$ cat src/rtl/serial_adder_pkg.sv
// rtl/serial_adder_pkg.sv - shared state encodings for the bit-serial adder
package serial_adder_pkg;

   localparam int ST_W = 2;

   typedef enum logic [ST_W-1:0] {
      ST_IDLE   = 2'd0,
      ST_RUN    = 2'd1,
      ST_FINISH = 2'd2
   } state_t;

endpackage

$ cat src/rtl/serial_adder_full_adder.sv
// rtl/serial_adder_full_adder.sv - 1-bit full adder built from two half adders
module half_adder (
   input  logic A,
   input  logic B,
   output logic SUM,
   output logic CARRY
);

   assign SUM   = A ^ B;
   assign CARRY = A & B;

endmodule

module full_adder (
   input  logic A,
   input  logic B,
   input  logic CIN,
   output logic SUM,
   output logic COUT
);

   logic s0;
   logic c0;
   logic c1;

   half_adder u_ha0 (.A(A),  .B(B),   .SUM(s0),  .CARRY(c0));
   half_adder u_ha1 (.A(s0), .B(CIN), .SUM(SUM), .CARRY(c1));

   // At most one of the two half-adder carries can be set, so OR is exact.
   assign COUT = c0 | c1;

endmodule

$ cat src/rtl/serial_adder.sv
// rtl/serial_adder.sv - bit-serial WIDTH-bit adder, LSB first, START/BUSY/DONE handshake
module serial_adder
   import serial_adder_pkg::*;
#(
   parameter int WIDTH = 8,
   parameter int CNT_W = 4
) (
   input  logic             CLK,
   input  logic             RST_N,
   input  logic             START,
   input  logic [WIDTH-1:0] A,
   input  logic [WIDTH-1:0] B,
   input  logic             CIN,
   output logic             BUSY,
   output logic             DONE,
   output logic [WIDTH-1:0] SUM,
   output logic             COUT
);

   state_t             state;
   state_t             state_n;
   logic [WIDTH-1:0]   sa;
   logic [WIDTH-1:0]   sb;
   logic [WIDTH-2:0]   res;
   logic [WIDTH-1:0]   res_cat;
   logic               carry;
   logic [CNT_W-1:0]   cnt;
   logic               fa_sum;
   logic               fa_cout;
   logic               accept;
   logic               last;
   logic [WIDTH-1:0]   sum_q;
   logic               cout_q;

   full_adder u_fa (
      .A    (sa[0]),
      .B    (sb[0]),
      .CIN  (carry),
      .SUM  (fa_sum),
      .COUT (fa_cout)
   );

   assign accept  = START && (state == ST_IDLE || state == ST_FINISH);
   assign last    = (cnt == CNT_W'(WIDTH - 1));
   // New bit enters at the top; the full word is the result on the final bit.
   assign res_cat = {fa_sum, res};

   always_ff @(posedge CLK or negedge RST_N) begin
      if (!RST_N) begin
         state <= ST_IDLE;
      end else begin
         state <= state_n;
      end
   end

   always_comb begin
      state_n = state;
      BUSY    = 1'b0;
      DONE    = 1'b0;
      case (state)
         ST_IDLE: begin
            if (START) state_n = ST_RUN;
         end
         ST_RUN: begin
            BUSY = 1'b1;
            if (last) state_n = ST_FINISH;
         end
         ST_FINISH: begin
            DONE    = 1'b1;
            state_n = START ? ST_RUN : ST_IDLE;
         end
         default: state_n = ST_IDLE;
      endcase
   end

   always_ff @(posedge CLK or negedge RST_N) begin
      if (!RST_N) begin
         sa     <= '0;
         sb     <= '0;
         res    <= '0;
         carry  <= 1'b0;
         cnt    <= '0;
         sum_q  <= '0;
         cout_q <= 1'b0;
      end else if (accept) begin
         sa    <= A;
         sb    <= B;
         carry <= CIN;
         cnt   <= '0;
      end else if (state == ST_RUN) begin
         sa    <= sa >> 1;
         sb    <= sb >> 1;
         carry <= fa_cout;
         res   <= res_cat[WIDTH-1:1];
         cnt   <= cnt + CNT_W'(1);
         if (last) begin
            sum_q  <= res_cat;
            cout_q <= fa_cout;
         end
      end
   end

   assign SUM  = sum_q;
   assign COUT = cout_q;

endmodule

$ cat config.mk
export PLATFORM = sky130hd
export DESIGN_NAME = serial_adder
export DESIGN_NICKNAME = d
export VERILOG_FILES = /design/src/rtl/serial_adder_pkg.sv /design/src/rtl/serial_adder_full_adder.sv /design/src/rtl/serial_adder.sv
export SDC_FILE = /design/constraint.sdc
export NUM_CORES = 1
export LEC_CHECK = 0
export ABC_CLOCK_PERIOD_IN_PS = 1600
export CAP_MARGIN = 5
export CELL_PAD_IN_SITES_DETAIL_PLACEMENT = 0
export CELL_PAD_IN_SITES_GLOBAL_PLACEMENT = 1
export CORE_MARGIN = 2
export CORE_UTILIZATION = 35
export DETAILED_ROUTE_END_ITERATION = 12
export PLACE_DENSITY_LB_ADDON = 0.1
export SKIP_CTS_REPAIR_TIMING = 1
export SLEW_MARGIN = 20
export SYNTH_ARGS = -nofsm -noshare
export SYNTH_HDL_FRONTEND = slang
export SYNTH_SLANG_ARGS = --single-unit
$ cat constraint.sdc
create_clock -name CLK -period 1.6 [get_ports CLK]
set_clock_uncertainty 0.15 [all_clocks]
set_input_delay 0.32 -clock CLK [delete_from_list [all_inputs] [get_ports CLK]]
set_output_delay 0.32 -clock CLK [all_outputs]
set_load 0.03 [all_outputs]
==> flow_summary.toml, run 1 <==
[status]
outcome = "finished with violations"
violations = "negative setup slack"

[setup_path]
path_buf_inv = 1
crit_cells = 5
cp.required_ps = 1620
critical_path_class = "reg2reg"
end_kind = "flop"
cp-start-kind = "flop"
cp_slowest_stage_delay_ps = 380
path_delay_family = "flip-flops"
arrival_ps = 1650
crit_fanout = 5
cpMaxStageDelayCell = "dfrtp_1"
path_cells = "ha_2 > nand2_2 > nor3_4 > clkbuf_16 > mux2_4"
r2r_cells = 5

[cells_and_area]
nets = 229
n_antenna_cell = 0
fin_cells = 260
drive_above_1_share = 0.202
area_growth_pct = 43.3

[hold_path]
hold_class = "reg2reg"
worstHoldPathCells = 2

[power_and_ir_drop]
p_switching_w = 0.00169
seq_power_share = 0.378
powerDensity_nw_per_um2 = 1960
internal-power_w = 0.00291
power_leakage_nw = 1.19
power_w = 0.00459
switching_share = 0.367
p_clk_frac = 0.155
power.share.combinational = 0.467
ir_drop_mv = 0.890

[synth]
synthFlopType = "dfrtp_1"
synthCells = 160
synth_top_area_share = 0.598
synthTopCellsByCount = "51 x nand2_1, 39 x dfrtp_1, 16 x nor2_1"
postSynthAreaPerCell_um2 = 10.2
synth_nets = 182
syn-cell-area_um2 = 1630
ys_warn_count = 0
synth_most_common_cell = "nand2_1"
ys_seq_area_frac = 0.598
synth-edff-count = 0
synthTopCellsByArea = "dfrtp_1 60%, nand2_1 12%, mux2_2 6.2%"
async_flop_share = 1.00
ys_types = 25
yosysTopAreaCell = "dfrtp_1"
ys_ff_latch = 39

[placement]
dp.cells = 243
portBuffers = 30
place.gp.congestion = 0.742
dpl.hpwl_um = 2400
place_ws_ps = -62.6

[detailed_routing]
wl_met3_um = 198
drcViolationCount = 0
dr_total_vias = 1285
drtPass1Iterations = 4
routed_wl_um = 3670
antenna_left = 0
vias_per_cell = 4.94
m1WireLength_um = 1700
met2_length_um = 1730
drtIter0Drc = 62
routedWlPerCell_um = 14.1
topRoutingLayerUsed = "met4"

[global_route]
antenna_found_initial = 0
grt_overflow = 0
grt_pass1_vias = 1202
grt.total_usage = 0.144
grt_first_pass_wirelength_um = 5730
grt_max_degree = 24

[cts]
clkLatencyLatePin_ps = 280
cts_sinks = 39
h-tree-depth = 2
cts_tree = "built"
clk_pin_slew_ps = 70
clk_path_buf_depth = 2
cts_buffers = 5
cts_root_buf = "clkbuf_8"

[flow_run]
cap_viol_max_count = 0

[sta]
setup_viol = 4
fin_crit_sh = 1.02
rsz0062_at_grt = "yes"
hold_violations = 0
fin_crit_ps = 1630
tightest_slew_ps = 428
drv_slew = 0
hold_ws_ps = 340
setup_slack_ps = -33.1
maxSlewHeadroom = 0.715
max_freq_mhz = 612

[floorplan]
ioPinCount = 31
die-area_um2 = 5230
core_um2 = 4410
die_w_um = 72.3
row_count = 24
die_y_um = 72.3
initial_core_util = 0.370
[routing by layer]
layer / track usage / vias up
li1: - / 625
met1: 0.189 / 625
met2: 0.224 / 30
met3: 0.0444 / 5
met4: 0.0545 / 0
met5: 0 / -
[cells in the final DEF (no fill, tap or decap)]
cell / n
dlymetal6s2s_1: 9
nor3_1: 2
buf_12: 4
nand2b_4: 1
buf_2: 1
a31oi_1: 12
o21ai_0: 2
clkbuf_1: 1
and2b_1: 2
nand4_1: 1
nand2_1: 50
mux2_4: 9
o22ai_1: 2
nand2_2: 1
nand3_1: 2
dfrtp_1: 39
clkdlybuf4s50_1: 18
fa_1: 1
nand3b_1: 1
nor3_4: 1
nor2_1: 16
buf_6: 3
a21oi_1: 1
clkbuf_16: 1
inv_4: 1
ha_2: 1
a22o_1: 2
nand2b_1: 1
buf_4: 12
xor2_1: 1
mux2i_1: 1
clkbuf_8: 7
a22oi_1: 1
dlygate4sd3_1: 1
[sequential cells by signal, indices dropped and copies added (netlist names)]
register	cells
SUM	8
sa	8
sb	8
res	7
cnt	4
state	2
COUT	1
carry	1
[metrics by stage]
stage	util	area, um^2	setup TNS (ps)
3_5_place_dp	0.469	2070	-521
6_report	0.530	2340	-113
2_1_floorplan	-	1630	0
5_1_grt	0.530	2340	-691
4_1_cts	0.491	2170	-2470
3_3_place_gp	0.469	2070	-310
[worst paths after layout]
check                      startpoint      to  slack (ps)
max                            cnt[0]  SUM[4]         -30
min                            res[0]  res[0]         340
max reg2reg                    cnt[0]  SUM[4]         -30
min reg2reg                    res[0]  res[0]         340
max in group asynchronous       RST_N   sa[1]         480
min in group asynchronous       RST_N   sb[2]         350
[final cells by class]
class,count,area (um^2)
clock buffer,8,100
fill,405,2070
inverter,1,6.26
multi-input combinational,111,656
sequential,39,976
tap,52,65.1
timing repair buffer,49,537
[tightest hold or removal path: cells and delay by family, from the launching register on]
| family | cells | cell delay (ps) |
|---|---|---|
| DFF | 1 | 350 |
| and+or+nand+nor | 2 | 110 |
[power groups by stage]
stage,sequential [W],clock [W],combinational (W)
final,0.00174,0.000711,0.00215
after global routing,0.00179,0.000799,0.00237
after CTS,0.00173,0.000740,0.00191
after detailed placement,0.00174,0,0.00190
after global placement,0.00172,0,0.00187
after floorplan,0.00188,0,0.00101
[cell families after synthesis]
kind of cell | synth area share
fa+ha+maj | 0.0199
xor+xnor | 0.00536
simple gates | 0.202
compound gates | 0.0782
mux | 0.0682
buf+inv | 0.0291
flops | 0.598
Note: power is estimated with default switching activity, not from simulation.
==> inputs of run 2 (changes only) <==
HOLD_SLACK_MARGIN = 0.12   (was unset)
==> results of run 2 <==
Same layout as run 1: the final DEF is identical, and so are final timing and power.
==> inputs of run 3 (changes only) <==
PLACE_DENSITY = 0.84   (was unset)
PLACE_DENSITY_LB_ADDON = unset   (was 0.1)
==> run 3 against run 2 <==
Compared with the run above: the run now ends clean; core utilization is 2.2 points lower; combinational power down 10%; sequential cell count did not move; power decreased by 4.6%; critical path type is now reg2out; critical endpoint is now BUSY; clock power up 1%.
==> flow_summary.toml, run 3 (synthesis gave the netlist of run 1 again) <==
[detailed_routing]
vias_per_cell = 4.79
dr_total_vias = 1232
routed_wl_um = 3420
routedWlPerCell_um = 13.3
antenna_left = 0
drtIter0Drc = 70
drtPass1Iterations = 4
drcViolationCount = 0

[cts]
cts_root_buf = "clkbuf_8"
h-tree-depth = 2
clk_path_buf_depth = 2
clkLatencyLatePin_ps = 290
cts_buffers = 5
clk_pin_slew_ps = 70
cts_tree = "built"
cts_sinks = 39

[setup_path]
path_buf_inv = 2
path_cells = "nand2b_4 > inv_8 > buf_6"
cp-start-kind = "flop"
cpMaxStageDelayCell = "dfrtp_1"
arrival_ps = 1120
path_delay_family = "flip-flops"
end_kind = "primary output"
crit_fanout = 12
cp.required_ps = 1130
cp_slowest_stage_delay_ps = 390
critical_path_class = "reg2out"

[cells_and_area]
final_cell_mix = "50 x nand2_1, 39 x dfrtp_1, 18 x clkdlybuf4s50_1"
final_core_util = 0.508
final_common_cell = "nand2_1"
drive_above_1_share = 0.190
fillCellCount = 442
n_antenna_cell = 0
nets = 226
area_growth_pct = 37.3

[flow_run]
cap_viol_max_count = 0

[status]
outcome = "finished, final reports clean"

[global_route]
grt_pass1_vias = 1262
antenna_found_initial = 0
grt_first_pass_wirelength_um = 5720
grt_max_degree = 29
grt.total_usage = 0.141
grt_overflow = 0

[sta]
setup_tns_ps = 0
hold_violations = 0
drv_slew = 0
setup_viol = 0
max_freq_mhz = 630
rsz0062_at_grt = "yes"
maxSlewHeadroom = 0.715
tightest_slew_ps = 427
fin_crit_sh = 0.992
fin_crit_ps = 1590

[power_and_ir_drop]
ir_drop_mv = 1.11
power_leakage_nw = 1.14
powerDensity_nw_per_um2 = 1950

[hold_path]
hold_class = "reg2reg"

[placement]
dpl.hpwl_um = 2350
portBuffers = 30
place.gp.congestion = 0.739

[floorplan]
initial_core_util = 0.370
die-area_um2 = 5230
core_um2 = 4410
ioPinCount = 31
die_w_um = 72.3
row_count = 24
die_y_um = 72.3
run 3: final cells by class:
cell class / instances / area [um^2] / share of cell area
multi-input cells: 111 / 622 / 0.277
flip-flops and latches: 39 / 976 / 0.435
clock buffers: 8 / 100 / 0.0446
repair buffers: 46 / 468 / 0.209
inverters: 1 / 11.3 / 0.00502
well taps: 52 / 65.1 / 0.0290
run 3: per-stage QoR:
stage / hold WS (ps) / worst slack [ps] / cell area [um^2] / total power (W) / std cells
2_1_floorplan: -126 / 0.402 / 1630 / 0.00289 / 160
3_3_place_gp: 118 / -7.48 / 2070 / 0.00357 / 246
3_5_place_dp: 125 / -17.7 / 2070 / 0.00362 / 246
4_1_cts: -184 / -274 / 2170 / 0.00436 / 254
5_1_grt: 371 / -43.0 / 2240 / 0.00472 / 257
6_report: 337 / 13.0 / 2240 / 0.00438 / 257
run 3: routing by layer:
metal  routed length (um)  vias to the layer above  track usage
met2                 1660                       26        0.239
met4                   27                        0       0.0377
met3                  191                        2       0.0375
met1                 1540                      586        0.178
li1                     -                      618            -
met5                    0                        -            0
run 3: worst paths after layout:
check | from | slack (ps) | cells past startpoint | end
worst max-delay path | state[1] | 10 | 3 | BUSY
worst min-delay path | res[0] | 340 | 2 | res[0]
worst max register to register | state[1] | 40 | 4 | SUM[3]
worst min register to register | res[0] | 340 | 2 | res[0]
max in group asynchronous | RST_N | 470 | 3 | cnt[3]
min in group asynchronous | RST_N | 350 | 2 | sb[2]
run 3: report_power, final:
part / switching [W] / internal, W / leakage, nW
clock network: 0.000325 / 0.000393 / 0.0515
logic: 0.00103 / 0.000903 / 0.605
registers: 0.000287 / 0.00144 / 0.486
run 3: worst min-delay path, cell delays in order, from the launching register on:
cell	delay [ps]
dfrtp_1	350
nand2_1	50
nand2_1	50
